--- config.mk ---
export PLATFORM = sky130hd
export DESIGN_NAME = module_serial_subtractor
export DESIGN_NICKNAME = d
export VERILOG_FILES = /design/src/rtl/module_serial_subtractor_pkg.sv /design/src/rtl/module_serial_subtractor_bit.sv /design/src/rtl/module_serial_subtractor.sv
export SDC_FILE = /design/constraint.sdc
export NUM_CORES = 1
export LEC_CHECK = 0
export ABC_CLOCK_PERIOD_IN_PS = 1300
export CORE_UTILIZATION = 30
export CTS_CLUSTER_DIAMETER = 60
export CTS_CLUSTER_SIZE = 24
export DETAILED_ROUTE_END_ITERATION = 16
export PLACE_DENSITY_LB_ADDON = 0.08
export SLEW_MARGIN = 20
export SYNTH_ARGS = -nofsm -noshare
export SYNTH_HDL_FRONTEND = slang
export SYNTH_HIERARCHICAL = 1
export SYNTH_SLANG_ARGS = --single-unit
export TNS_END_PERCENT = 100
--- constraint.sdc ---
create_clock -name clk_i -period 1.3 [get_ports clk_i]
set_input_delay 0.26 -clock clk_i [delete_from_list [all_inputs] [get_ports clk_i]]
set_output_delay 0.26 -clock clk_i [all_outputs]
set_load 0.1 [all_outputs]
--- src/rtl/module_serial_subtractor_pkg.sv ---
// Shared types and limits for the bit-serial subtractor.
// Latency: n/a (declarations only).
// Backpressure: n/a.
package pkg_serial_subtractor;

    // Control FSM states of the serial subtractor.
    typedef enum logic [1:0] {
        IDLE = 2'd0,
        BUSY = 2'd1,
        DONE = 2'd2
    } state_t;

    // Supported operand width range.
    localparam int WIDTH_MIN = 2;
    localparam int WIDTH_MAX = 32;

endpackage

--- src/rtl/module_serial_subtractor_bit.sv ---
// Single-bit full subtractor cell: d = a - b - bin, with borrow-out.
// Latency: purely combinational, zero cycles.
// Backpressure: none; follows its inputs.
module module_bit_full_subtractor (
    input  logic a_i,
    input  logic b_i,
    input  logic borrow_i,
    output logic diff_o,
    output logic borrow_o
);

    // Borrow is generated when a=0,b=1 and propagated when a==b.
    assign diff_o   = a_i ^ b_i ^ borrow_i;
    assign borrow_o = (~a_i & b_i) | (~(a_i ^ b_i) & borrow_i);

endmodule

--- src/rtl/module_serial_subtractor.sv ---
// Bit-serial WIDTH-bit subtractor (A - B - bin, LSB first); SERIAL_SUBTRACTOR_OVERFLOW_EN adds signed overflow.
// Latency: out_valid_o rises WIDTH cycles after the accepting edge; one op per WIDTH+2 cycles.
// Backpressure: result held in DONE until out_ready_i; in_ready_o low from accept until release.
module module_serial_subtractor
    import pkg_serial_subtractor::*;
#(
    parameter int WIDTH = 8
) (
    input  logic             clk_i,
    input  logic             rst_i,
    input  logic             in_valid_i,
    output logic             in_ready_o,
    input  logic [WIDTH-1:0] a_i,
    input  logic [WIDTH-1:0] b_i,
    input  logic             borrow_i,
    output logic             out_valid_o,
    input  logic             out_ready_i,
    output logic [WIDTH-1:0] diff_o,
    output logic             borrow_o,
    output logic             overflow_o
);

    localparam int CNT_W = $clog2(WIDTH);
    localparam logic [CNT_W-1:0] CNT_LAST = CNT_W'(WIDTH - 1);

    if ((WIDTH < WIDTH_MIN) || (WIDTH > WIDTH_MAX)) begin : g_width_check
        $fatal(1, "module_serial_subtractor: WIDTH %0d outside supported range", WIDTH);
    end

    state_t             state_q;
    logic [WIDTH-1:0]   a_q;
    logic [WIDTH-1:0]   b_q;
    logic [WIDTH-1:0]   res_q;
    logic [WIDTH-1:0]   res_d;
    logic               borrow_q;
    logic               borrow_d;
    logic               diff_bit_d;
    logic [CNT_W-1:0]   cnt_q;
    logic               out_valid_q;

    // One cell evaluates the current bit pair against the running borrow.
    module_bit_full_subtractor u_cell (
        .a_i      (a_q[0]),
        .b_i      (b_q[0]),
        .borrow_i (borrow_q),
        .diff_o   (diff_bit_d),
        .borrow_o (borrow_d)
    );

    // Result fills from the MSB side so that after WIDTH shifts bit 0 is the first computed bit.
    assign res_d = {diff_bit_d, res_q[WIDTH-1:1]};

`ifdef SERIAL_SUBTRACTOR_OVERFLOW_EN
    logic ovf_q;

    // Overflow is decided on the final bit, where a_q[0]/b_q[0] still hold the operand MSBs.
    always_ff @(posedge clk_i) begin
        if (rst_i) begin
            ovf_q <= 1'b0;
        end else if ((state_q == BUSY) && (cnt_q == CNT_LAST)) begin
            ovf_q <= (a_q[0] != b_q[0]) && (diff_bit_d != a_q[0]);
        end else if ((state_q == DONE) && out_ready_i) begin
            ovf_q <= 1'b0;
        end
    end

    assign overflow_o = ovf_q & out_valid_q;
`else
    assign overflow_o = 1'b0;
`endif

    // Control FSM plus shift datapath; reset aborts any operation in flight.
    always_ff @(posedge clk_i) begin
        if (rst_i) begin
            state_q     <= IDLE;
            a_q         <= '0;
            b_q         <= '0;
            res_q       <= '0;
            borrow_q    <= 1'b0;
            cnt_q       <= '0;
            out_valid_q <= 1'b0;
        end else begin
            case (state_q)
                IDLE: begin
                    if (in_valid_i) begin
                        a_q      <= a_i;
                        b_q      <= b_i;
                        borrow_q <= borrow_i;
                        res_q    <= '0;
                        cnt_q    <= '0;
                        state_q  <= BUSY;
                    end
                end
                BUSY: begin
                    a_q      <= a_q >> 1;
                    b_q      <= b_q >> 1;
                    borrow_q <= borrow_d;
                    res_q    <= res_d;
                    cnt_q    <= cnt_q + 1'b1;
                    if (cnt_q == CNT_LAST) begin
                        state_q     <= DONE;
                        out_valid_q <= 1'b1;
                    end
                end
                DONE: begin
                    if (out_ready_i) begin
                        state_q     <= IDLE;
                        out_valid_q <= 1'b0;
                    end
                end
                default: begin
                    state_q     <= IDLE;
                    out_valid_q <= 1'b0;
                end
            endcase
        end
    end

    // Ready only in IDLE and never while reset is held, so accept and release cannot overlap.
    assign in_ready_o  = (state_q == IDLE) && !rst_i;
    assign out_valid_o = out_valid_q;
    // Partial results during BUSY are masked; outputs read zero unless the result is valid.
    assign diff_o      = out_valid_q ? res_q : '0;
    assign borrow_o    = borrow_q & out_valid_q;

endmodule

=== After elaboration in Yosys (flattened, before gate mapping) ===
Cells that the tools add are included.

* Memories kept: 0
* Latch bits: 0
* Register bits after elaboration: 31
* Memory bits (read-only): 0
* Output and inout port bits: 12
* Bits in writable memories: 0

* Magnitude comparators: 0
* Bitwise gates (word level): 9
* Muxes and demuxes: 18
* Shift-type cells: 0
* Divide/modulo/power cells: 0
* Add/subtract/negate cells: 1
* Reductions and logical operators: 7
* $mul: 0
* Equality and inequality tests: 6

{| class="wikitable"
|+ Operator list
! operator !! count
|-
| case mux 8 bit (2 select lines) || 3
|-
| 2-to-1 mux 8 bit || 4
|-
| 2-to-1 mux 2 bit || 3
|-
| != test 2 bit, second input constant || 3
|-
| case mux 2 bit (3 select lines) || 1
|-
| case mux 3 bit (2 select lines) || 1
|-
| AND reduction 3 bit || 2
|-
| adder 3 x 1 -> 3 bit, second input constant || 1
|-
| bitwise AND 1 bit || 3
|-
| == test 3 bit, second input constant || 1
|-
| 2-to-1 mux 1 bit || 3
|-
| 2-to-1 mux 3 bit || 1
|-
| inverter 1 bit || 3
|-
| case mux 1 bit (3 select lines) || 1
|-
| == test 2 x 1 -> 1 bit, second input constant || 1
|-
| == test 2 bit, second input constant || 1
|-
| logical NOT 2 bit || 1
|-
| case mux 1 bit (2 select lines) || 1
|-
| AND reduction 2 bit || 1
|-
| nonzero test 2 bit || 1
|-
| bitwise XOR 1 bit || 2
|-
| logical AND 1 bit || 1
|-
| logical NOT 1 bit || 1
|-
| OR 1 bit || 1
|}

=== Depth between registers and ports, before layout ===
Gate-level depths: netlist of run 1.

* Depth in word-level cells: 5
* Gate-level depth with buffers: 6
* Mapped depth without buffers: 5

=== By module ===
The synthesis of run 1 kept the hierarchy.

{| class="wikitable"
|+ By module, submodules not included
! module !! area an instance (um^2) !! cells each !! times used
|-
| module_serial_subtractor || 1290.0 || 146 || 1
|-
| module_bit_full_subtractor || 31.3 || 4 || 1
|}

=== Least setup slack after synthesis of run 1 ===
No wires, ideal clock.

* Path type: input to output
* Start: input rst_i
* End: output in_ready_o
* Arrival time: 2.485 ns
* Slack: -1.445 ns
* Data required time: 1.040 ns
* Stages: 2
* Cells stage by stage: clkbuf_1 -> nor3_1

* Longest elaborated chain between the ends: 2

{| class="wikitable"
|+ RTL lines
! element !! RTL line !! source
|-
| from (decl) || module_serial_subtractor.sv:10 || <nowiki>input logic rst_i,</nowiki>
|-
| logical NOT 1 bit || module_serial_subtractor.sv:120 || <nowiki>assign in_ready_o = (state_q == IDLE) && !rst_i;</nowiki>
|-
| logical AND 1 bit || module_serial_subtractor.sv:120 ||
|-
| to (decl) || module_serial_subtractor.sv:12 || <nowiki>output logic in_ready_o,</nowiki>
|}

No other way between the ends.

=== Worst setup path after layout of run 1 ===
* Start: register state_q[1]
* End: output in_ready_o

* Longest elaborated chain between the ends: 2

{| class="wikitable"
|+ RTL lines
! element !! RTL line !! source
|-
| from (decl) || module_serial_subtractor.sv:30 || <nowiki>state_t state_q;</nowiki>
|-
| from (signal assigned) || module_serial_subtractor.sv:75 || <nowiki>state_q <= IDLE;</nowiki>
|-
| from (signal assigned) || module_serial_subtractor.sv:91 || <nowiki>state_q <= BUSY;</nowiki>
|-
| from (signal assigned) || module_serial_subtractor.sv:101 || <nowiki>state_q <= DONE;</nowiki>
|-
| logical NOT 2 bit || module_serial_subtractor.sv:120 ||
|-
| logical AND 1 bit || module_serial_subtractor.sv:120 ||
|}

No other way between the ends.

==> results.py, run 1 <==
metrics = {
    "outcome": {
        "run_status": "finished with violations",
        "failing_checks": "setup timing",
    },
    "grt": {
        "grt_first_pass_wirelength_um": 5050,
        "number_of_antenna_violations_at_the_first_check_in_global_routing": 0,
        "track_usage_pct": 15.0,
        "number_of_global_route_vias_before_repair": 1123,
        "grt_overflow_total": 0,
        "grt_max_degree": 16,
    },
    "sta": {
        "hold_slack_ns": 0.372,
        "fin_crit_sh_pct": 105,
        "fmaxAchievable_mhz": 735,
        "hold_violations": 0,
        "fin_crit_ns": 1.36,
        "worst_clock_skew_ns": 0.00159,
        "worst_slack_ns": -0.0606,
        "setup_viol": 10,
        "rsz0062_at_grt": "yes",
        "maxSlewViolCount": 0,
    },
    "critical_path": {
        "cp-start-kind": "register",
        "worst-endpoint-arrival_ns": 1.10,
        "worst_r2r_path_depth": 5,
        "criticalPathCategory": "reg -> out",
        "worst_r2r_endpoint": "b_q[7]$_SDFFE_PP0P_",
        "r2r-start": "state_q[1]$_SDFFE_PP0P_",
        "regToRegSetupSlack_ns": -0.04,
        "critical_path_required_ns": 1.04,
        "path_max_fanout": 3,
        "endpoint_kind": "output port",
    },
    "synth": {
        "ys_top_cells_by_count": "nor2_1 (47), dfxtp_1 (31), nor4_1 (15), a22o_1 (12), and2_1 (9)",
        "synthesis.nets": 174,
        "synth_compound_area_share_pct": 10.1,
        "synth_edf_count": 0,
        "synth_xor_area_share_pct": 0,
        "syn_area_cell_um2": 8.81,
        "synth.area.mux_share_pct": 1.61,
        "synth_most_common_cell": "nor2_1",
        "synth_largest_type_area_fraction_pct": 47.0,
        "synth_area_mm2": 0.00132,
        "synthDominantAreaCellType": "dfxtp_1",
        "synth.yosys.warnings": 6,
        "synth.yosys.seq_area_share_pct": 47.0,
        "synth.distinct_cells": 25,
        "synth_async_sr_flop_share_pct": 0,
        "postSynthRegisterBits": 31,
        "postSynth.topFlopCell": "dfxtp_1",
        "synth_top_family_by_area": "simple AND/OR/NAND/NOR gates",
        "synth_simple_gate_area_share_pct": 29.3,
        "synth_top_cells_by_area": "dfxtp_1 (47%), nor2_1 (13%), a22o_1 (8.0%)",
        "adder_cell_fraction_of_synth_area_pct": 3.41,
        "synthesis.instances": 150,
    },
    "floorplanning": {
        "design.die.area_mm2": 0.00467,
        "die_w_um": 68.4,
        "design.core.area_mm2": 0.00412,
        "num_io_pins": 33,
        "die-height_um": 68.4,
        "initial_core_util_pct": 32.1,
        "placement_rows": 23,
    },
    "power": {
        "pwr-share-comb_pct": 17.2,
        "pwr-share-seq_pct": 49.2,
        "vdd.ir_drop.worst_uv": 531,
        "clockPowerShare_pct": 33.7,
        "p_switching_w": 0.000553,
        "cellPowerDensity_mw_per_mm2": 1000,
        "power_leakage_nw": 0.869,
        "switching_share_of_power_pct": 26.2,
        "cellInternalPower_w": 0.00156,
    },
    "clock_tree": {
        "cts_hold_repair.buffers": 0,
        "numCtsBuffers": 5,
        "clock-sinks": 31,
        "cts_root_buf": "clkbuf_8",
        "cts-htree-levels": 2,
        "clock_tree_from_tritoncts": "yes",
        "path_clk_slew_ns": 0.06,
        "max-clock-path-buffers": 2,
        "clkLatencyLatePin_ns": 0.27,
    },
    "layout": {
        "antenna_cells": 0,
        "areaGrowthSynthToFinish_pct": 59.0,
        "final-instance-count-excl-fill": 244,
        "fin_nets": 217,
        "post-route-util_pct": 51.0,
        "drive_above_1_share_pct": 35.6,
    },
    "route": {
        "drtPass1Iterations": 4,
        "drtAntennaViolNets": 0,
        "detailroute.via_count": 1153,
        "vias_per_cell": 4.73,
        "route.detailed.wl_per_inst_um": 12.3,
        "drc_errors": 0,
        "detailedRoute.firstIterationViolations": 60,
        "routed_wirelength_um": 3000,
    },
    "placement": {
        "post-place-cells": 230,
        "placement.io_buffers": 31,
        "gp_routability_congestion": 0.750,
        "post_detailed_placement_half_perimeter_wirelength_um": 1920,
    },
    "min_path": {
        "timing.hold.worst_endpoint": "state_q[1]$_SDFFE_PP0P_",
        "hold_path.class": "in -> reg",
        "min_delay_path_depth": 2,
        "min_from": "rst_i",
    },
    "run": {
        "number_of_maximum_capacitance_constraint_violations": 0,
    },
}
==> flip-flops by register name, indices dropped and copies added (netlist names) <==
| signal | flops |
|---|---|
| out_valid_o | 1 |
| res_q | 8 |
| b_q | 8 |
| a_q | 8 |
| state_q | 2 |
| cnt_q | 3 |
| borrow_q | 1 |
==> per-layer routing <==
layer	vias up	global-route usage, %	share of wire (%)
li1	589	-	-
met1	527	16.5	43
met2	28	26.0	49
met3	9	4.50	4.5
met4	0	7.29	2.5
met5	-	0	0
==> critical path: stages (launching register included) <==
cell     delay, ns
dfxtp_2       0.33
buf_6         0.12
nor3_4        0.18
buf_12        0.20
==> cell type report <==
cell class | instances | area [um2]
clock buffers | 7 | 76.3
fillers | 382 | 2010
flip-flops and latches | 31 | 627
inverters | 4 | 15.0
well taps | 50 | 62.6
clock inverters | 1 | 5.00
multi-input cells | 102 | 727
repair buffers | 49 | 588
==> worst max path at each step <==
stage / startpoint / to / slack, ns / depth (start not counted)
floorplan: rst_i / in_ready_o / -0.14 / 2
global placement: in_valid_i / b_q[7]$_SDFFE_PP0P_ / -0.31 / 5
detailed placement: in_valid_i / b_q[7]$_SDFFE_PP0P_ / -0.33 / 5
CTS: state_q[1]$_SDFFE_PP0P_ / in_ready_o / -0.07 / 3
global route: state_q[1]$_SDFFE_PP0P_ / in_ready_o / -0.09 / 3
finish: state_q[1]$_SDFFE_PP0P_ / in_ready_o / -0.06 / 3
==> power by group through the flow <==
stage | logic, W | clock network, W | registers, W
2_1_floorplan | 0.000207 | 0 | 0.00105
3_3_place_gp | 0.000294 | 0 | 0.00106
3_5_place_dp | 0.000297 | 0 | 0.00106
4_1_cts | 0.000319 | 0.000737 | 0.00104
5_1_grt | 0.000396 | 0.000789 | 0.00105
6_report | 0.000362 | 0.000710 | 0.00104
==> per-stage QoR <==
| stage | area [um2] | power (W) | TNS [ns] | setup WS, ns |
|---|---|---|---|---|
| 6_report | 2100 | 0.00211 | -0.176 | -0.0606 |
| 5_1_grt | 2100 | 0.00223 | -0.684 | -0.0948 |
| 4_1_cts | 1990 | 0.00209 | -0.0717 | -0.0712 |
| 3_5_place_dp | 1840 | 0.00135 | -8.66 | -0.326 |
| 3_3_place_gp | 1840 | 0.00135 | -8.28 | -0.309 |
| 2_1_floorplan | 1390 | 0.00126 | -0.400 | -0.144 |
==> cell usage in the layout, fill, tap and decap left out, types with 2 or more instances in the layout <==
master / n
a21oi_1: 2
a22o_1: 12
and2_4: 9
buf_12: 12
buf_4: 12
buf_6: 4
clkbuf_1: 2
clkbuf_8: 5
clkdlybuf4s50_1: 18
dfxtp_1: 28
dfxtp_2: 2
dlygate4sd2_1: 2
ha_1: 2
inv_1: 4
nor2_1: 35
nor2_2: 5
nor2_4: 10
nor4_1: 12
nor4_2: 3
==> timing repair <==
| action | CTS | global route |
|---|---|---|
| gates cloned | 2 | 0 |
| pin swaps | 2 | 10 |
| setup buffers | 4 | 0 |
| resized for setup | 14 | 29 |
| endpoints found under the setup margin | 38 | 21 |
==> logic make-up (layout without fill, tap and decap cells) <==
kind of cell	Yosys count	in the layout
buffers and inverters	17	61
DFF	31	31
muxes	2	2
and+or+nand+nor	80	80
AOI/OAI and AO/OA	16	16
adders and majority gates	3	3
other	1	1
Note: power is estimated with default switching activity, not from simulation.
==> inputs of run 2 (changes only) <==
--- a/config.mk
+++ b/config.mk
@@ -6,9 +6,10 @@
 export NUM_CORES = 1
 export LEC_CHECK = 0
 export ABC_CLOCK_PERIOD_IN_PS = 1300
+export CORE_MARGIN = 8
 export CORE_UTILIZATION = 30
 export CTS_CLUSTER_DIAMETER = 60
-export CTS_CLUSTER_SIZE = 24
+export CTS_CLUSTER_SIZE = 40
 export DETAILED_ROUTE_END_ITERATION = 16
 export PLACE_DENSITY_LB_ADDON = 0.08
 export SLEW_MARGIN = 20
==> run 2 against run 1 <==
Compared with the run above: global-route usage shrank 5.5 points; non-clock buffer count shrank 3; largest cell class unchanged; register-to-register slack gained 0.09 ns; combinational power shrank 8.6%; clock power grew 36%; worst hold slack gained 0.012 ns; critical path depth is the same; worst setup slack lost 0.0075 ns; clock skew grew 0.0077 ns; first-iteration DRC count grew 6.7%; core utilization shrank 3.4 points; the run still ends with setup timing left; flip-flop and latch count is the same; critical endpoint unchanged.
==> results.py, run 2 (same netlist as run 1, synthesis figures left out) <==
metrics = {
    "route": {
        "routed_wirelength_um": 3240,
        "detailedRoute.firstIterationViolations": 64,
        "detailroute.via_count": 1163,
        "route.detailed.wl_per_inst_um": 13.3,
        "drtAntennaViolNets": 0,
        "drc_errors": 0,
        "vias_per_cell": 4.77,
        "drtPass1Iterations": 4,
    },
    "clock_tree": {
        "numCtsBuffers": 5,
        "max-clock-path-buffers": 2,
        "cts-htree-levels": 2,
        "clkLatencyLatePin_ns": 0.28,
        "clock_tree_from_tritoncts": "yes",
        "clock-sinks": 31,
        "cts_hold_repair.buffers": 0,
        "path_clk_slew_ns": 0.07,
        "cts_root_buf": "clkbuf_8",
    },
    "layout": {
        "antenna_cells": 0,
        "top_regs": "a_q: 8 flops, b_q: 8 flops, res_q: 8 flops",
        "area_used_by_multi_input_combinational_logic_um2": 658,
        "areaGrowthSynthToFinish_pct": 54.8,
        "fin_nets": 215,
        "layout.cells.most_common": "nor2_1",
        "layout.cells.most_common_list": "nor2_1 (46), dfxtp_1 (28), clkdlybuf4s50_1 (18)",
        "fillerInstances": 420,
        "ff_latch_area_um2": 627,
        "drive_above_1_share_pct": 29.2,
    },
    "critical_path": {
        "path_max_fanout": 3,
        "worst-endpoint-arrival_ns": 1.11,
        "cpMaxStageDelayCell": "dfxtp_2",
        "critical_path.max_stage_delay_ns": 0.33,
        "cp-start-kind": "register",
        "endpoint_kind": "output port",
        "crit_path_cell_trace": "buf_6, nor3_4, buf_12",
        "criticalPathCategory": "reg -> out",
        "critical_path_required_ns": 1.04,
    },
    "sta": {
        "fin_crit_ns": 1.37,
        "fmaxAchievable_mhz": 731,
        "hold_slack_ns": 0.384,
        "rsz0062_at_grt": "yes",
        "setup_viol": 1,
        "worst_clock_skew_ns": 0.00926,
        "maxSlewViolCount": 0,
        "fin_crit_sh_pct": 105,
        "worst_slack_ns": -0.0681,
        "hold_violations": 0,
    },
    "grt": {
        "grtUsageMet1_pct": 10.8,
        "groute.layer.met2.usage_pct": 15.2,
        "grt_first_pass_wirelength_um": 4910,
        "grtUsageMet3_pct": 3.35,
        "grt.busiest_layer": "met2",
        "grt_overflow_total": 0,
        "grt_max_degree": 17,
        "number_of_antenna_violations_at_the_first_check_in_global_routing": 0,
        "track_usage_pct": 9.50,
        "number_of_global_route_vias_before_repair": 1104,
    },
    "outcome": {
        "failing_checks": "setup timing",
        "run_status": "finished with violations",
    },
    "power": {
        "power_leakage_nw": 0.875,
        "cellPowerDensity_mw_per_mm2": 1140,
        "vdd.ir_drop.worst_uv": 737,
        "total_power_w": 0.00233,
    },
    "floorplanning": {
        "design.die.area_mm2": 0.00678,
        "num_io_pins": 33,
        "initial_core_util_pct": 30.8,
        "die-height_um": 82.4,
        "placement_rows": 24,
        "design.core.area_mm2": 0.00429,
        "die_w_um": 82.4,
    },
    "run": {
        "number_of_maximum_capacitance_constraint_violations": 0,
    },
    "placement": {
        "placement.io_buffers": 31,
        "post_detailed_placement_half_perimeter_wirelength_um": 2250,
        "gp_routability_congestion": 0.694,
    },
    "min_path": {
        "hold_path.class": "in -> reg",
    },
}
==> run 2: worst max-delay path: cells and delay by family, from the launching register on <==
kind	cells	cell delay, ns
buf+inv	2	0.32
flops	1	0.33
simple gates	1	0.18
==> run 2: layout make-up <==
| cell class | count | area share (%) |
|---|---|---|
| Tap cell | 52 | 3.18 |
| Multi-Input combinational cell | 103 | 32.2 |
| Sequential cell | 31 | 30.6 |
| Clock inverter | 2 | 1.71 |
| Clock buffer | 6 | 4.04 |
| Inverter | 4 | 0.734 |
| Timing Repair Buffer | 46 | 27.5 |
==> run 2: path summary, 6_finish.rpt <==
check                                from                      end  slack (ns)  cells past startpoint
setup / recovery  state_q[0]$_SDFFE_PP0P_               in_ready_o       -0.07                      3
hold / removal                 in_valid_i  state_q[0]$_SDFFE_PP0P_        0.38                      3
setup reg to reg  state_q[0]$_SDFFE_PP0P_      b_q[2]$_SDFFE_PP0P_        0.05                      4
hold reg to reg     cnt_q[1]$_SDFFE_PP0P_    cnt_q[1]$_SDFFE_PP0P_        0.48                      1
==> run 2: timing repair <==
| item | CTS | global route |
|---|---|---|
| pin swaps | 4 | 5 |
| buffers inserted | 2 | 3 |
| setup endpoints to repair | 38 | 27 |
| gates cloned | 0 | 1 |
| resized for setup | 7 | 9 |
==> run 2: per-stage QoR <==
step | cells | setup TNS, ns | utilization, % | setup slack (ns) | instance area, um2
6_report | 244 | -0.0681 | 47.6 | -0.0681 | 2050
5_1_grt | 244 | -0.375 | 47.6 | -0.106 | 2050
4_1_cts | 241 | -0.165 | 46.4 | -0.0896 | 1990
3_5_place_dp | 231 | -9.09 | 42.9 | -0.350 | 1840
3_3_place_gp | 231 | -7.83 | 42.9 | -0.303 | 1840
2_1_floorplan | 150 | -0.400 | - | -0.144 | 1390
==> run 2: power breakdown <==
group          internal [W]  leakage (nW)  switching [W]
sequential          0.00100         0.256      0.0000314
clock              0.000619        0.0612       0.000347
combinational      0.000165         0.557       0.000167
total               0.00179         0.875       0.000545
==> run 2: routing by layer <==
layer	routed length [um]	vias up	part of all wire (%)
li1	-	589	-
met1	1450	545	45
met2	1570	24	48
met3	175	5	5.4
met4	50	0	1.5
met5	0	-	0
==> inputs of run 3 (changes only) <==
--- a/config.mk
+++ b/config.mk
@@ -12,6 +12,8 @@
 export CTS_CLUSTER_SIZE = 40
 export DETAILED_ROUTE_END_ITERATION = 16
 export PLACE_DENSITY_LB_ADDON = 0.08
+export REMOVE_ABC_BUFFERS = 1
+export SKIP_LAST_GASP = 1
 export SLEW_MARGIN = 20
 export SYNTH_ARGS = -nofsm -noshare
 export SYNTH_HDL_FRONTEND = slang
==> run 3 against run 2 <==
Compared with the run above: the flow still finishes with violations (setup timing); first-iteration DRC count fell by 36%; combinational power down 9.7%; core utilization decreased by 2.5 points; non-clock buffer count down 6; largest power group unchanged; critical path depth decreased by 1; worst hold slack got worse by 0.037 ns; clock skew down 0.0063 ns; final area is 5.3% lower; worst setup slack gained 0.045 ns; critical endpoint unchanged; global-route usage shrank 0.13 points; clock power shrank 27%; final cell count down 2.9%.
==> results.py, run 3 (same netlist as run 1, synthesis figures left out) <==
metrics = {
    "outcome": {
        "run_status": "finished with violations",
        "failing_checks": "setup timing",
    },
    "floorplanning": {
        "placement_rows": 24,
        "die-height_um": 82.4,
        "design.core.area_mm2": 0.00429,
        "num_io_pins": 33,
        "initial_core_util_pct": 30.8,
        "die_w_um": 82.4,
        "design.die.area_mm2": 0.00678,
    },
    "sta": {
        "hold_slack_ns": 0.347,
        "fmaxAchievable_mhz": 756,
        "setup_viol": 1,
        "fin_crit_ns": 1.32,
        "worst_slack_ns": -0.0227,
        "maxSlewViolCount": 0,
        "worst_clock_skew_ns": 0.00301,
        "fin_crit_sh_pct": 102,
        "rsz0062_at_grt": "yes",
        "hold_violations": 0,
    },
    "grt": {
        "grtUsageMet3_pct": 3.79,
        "grt_max_degree": 17,
        "grtUsageMet1_pct": 10.5,
        "grt.busiest_layer": "met2",
        "number_of_global_route_vias_before_repair": 1129,
        "grt_overflow_total": 0,
        "number_of_antenna_violations_at_the_first_check_in_global_routing": 0,
        "grt_first_pass_wirelength_um": 4970,
        "track_usage_pct": 9.37,
        "groute.layer.met2.usage_pct": 15.2,
    },
    "power": {
        "vdd.ir_drop.worst_uv": 502,
        "total_power_w": 0.00204,
        "cellPowerDensity_mw_per_mm2": 1050,
        "power_leakage_nw": 0.823,
    },
    "critical_path": {
        "cpMaxStageDelayCell": "dfxtp_4",
        "setup.worst_path.start": "state_q[0]$_SDFFE_PP0P_",
        "r2r-start": "state_q[1]$_SDFFE_PP0P_",
        "path_delay_family": "flip-flops",
        "criticalPathCategory": "reg -> out",
        "path_max_fanout": 5,
        "critical_path.max_stage_delay_ns": 0.37,
        "critical_path_required_ns": 1.04,
        "endpoint_kind": "output port",
        "cp-start-kind": "register",
        "worst-endpoint-arrival_ns": 1.06,
        "crit_path_cell_trace": "nor3_4, buf_12",
        "worstPathBufferInverterCount": 1,
    },
    "layout": {
        "final_design_area_no_fill_mm2": 0.00194,
        "drive_above_1_share_pct": 26.5,
        "top_regs": "a_q: 8 flops, b_q: 8 flops, res_q: 8 flops",
        "layout.cells.most_common_list": "nor2_1 (45), dfxtp_1 (28), clkdlybuf4s50_1 (18)",
        "area_used_by_multi_input_combinational_logic_um2": 636,
        "fillerInstances": 428,
        "fin_nets": 208,
        "areaGrowthSynthToFinish_pct": 46.7,
        "antenna_cells": 0,
        "ff_latch_area_um2": 629,
        "layout.cells.most_common": "nor2_1",
    },
    "clock_tree": {
        "clock_tree_from_tritoncts": "yes",
        "cts_root_buf": "clkbuf_8",
        "numCtsBuffers": 5,
        "clkLatencyLatePin_ns": 0.28,
        "max-clock-path-buffers": 2,
        "cts-htree-levels": 2,
        "clock-sinks": 31,
        "path_clk_slew_ns": 0.06,
    },
    "run": {
        "number_of_maximum_capacitance_constraint_violations": 0,
    },
    "route": {
        "drtAntennaViolNets": 0,
        "detailedRoute.firstIterationViolations": 41,
        "detailroute.via_count": 1112,
        "drc_errors": 0,
        "route.detailed.wl_per_inst_um": 12.4,
        "vias_per_cell": 4.69,
        "drtPass1Iterations": 4,
        "routed_wirelength_um": 2930,
    },
    "placement": {
        "gp_routability_congestion": 0.781,
        "post_detailed_placement_half_perimeter_wirelength_um": 2150,
        "dpl-instance-area_mm2": 0.00180,
        "placement.io_buffers": 31,
    },
    "min_path": {
        "min_from": "in_valid_i",
        "hold_path.class": "in -> reg",
    },
}
## run 3: worst paths after layout
kind / endpoint / slack, ns / depth (start not counted)
min reg2reg: cnt_q[1]$_SDFFE_PP0P_ / 0.48 / 1
max reg2reg: cnt_q[0]$_SDFFE_PP0P_ / 0.08 / 4
min: state_q[0]$_SDFFE_PP0P_ / 0.35 / 3
max: in_ready_o / -0.02 / 2
## run 3: cell type report
class | count | area share, %
flip-flops and latches | 31 | 32.5
repair buffers | 40 | 26.3
well taps | 52 | 3.36
multi-input cells | 102 | 32.8
inverters | 4 | 0.775
clock inverters | 3 | 0.775
clock buffers | 5 | 3.55
## run 3: tightest hold or removal path, stage by stage
cell and delay (ns):
dlymetal6s2s_1 0.15, mux2i_1 0.13, nor3_1 0.05
## run 3: per-layer routing
layer	share of wire [%]	wire length [um]
met4	1.7	50
met5	0	0
met3	7.0	205
met1	41	1210
met2	50	1470
## run 3: timing repair
action | 4_1_cts | 5_1_grt
resized for setup | 16 | 8
hold buffers | 0 | 0
pin swaps | 0 | 1
setup endpoints to repair | 39 | 40
setup buffers | 0 | 0
## run 3: per-stage QoR
stage,cells,TNS (ns),worst slack [ns],utilization (%)
finish,237,-0.0227,-0.0227,45.1
global route,237,-0.182,-0.0770,45.1
CTS,238,-0.297,-0.0675,44.7
detailed placement,230,-10.18,-0.431,41.9
global placement,230,-9.68,-0.420,41.9
floorplan,137,-10.69,-1.41,-
## run 3: power breakdown
part           switching, W  internal (W)
sequential        0.0000350       0.00100
combinational      0.000152      0.000147
clock              0.000339      0.000365
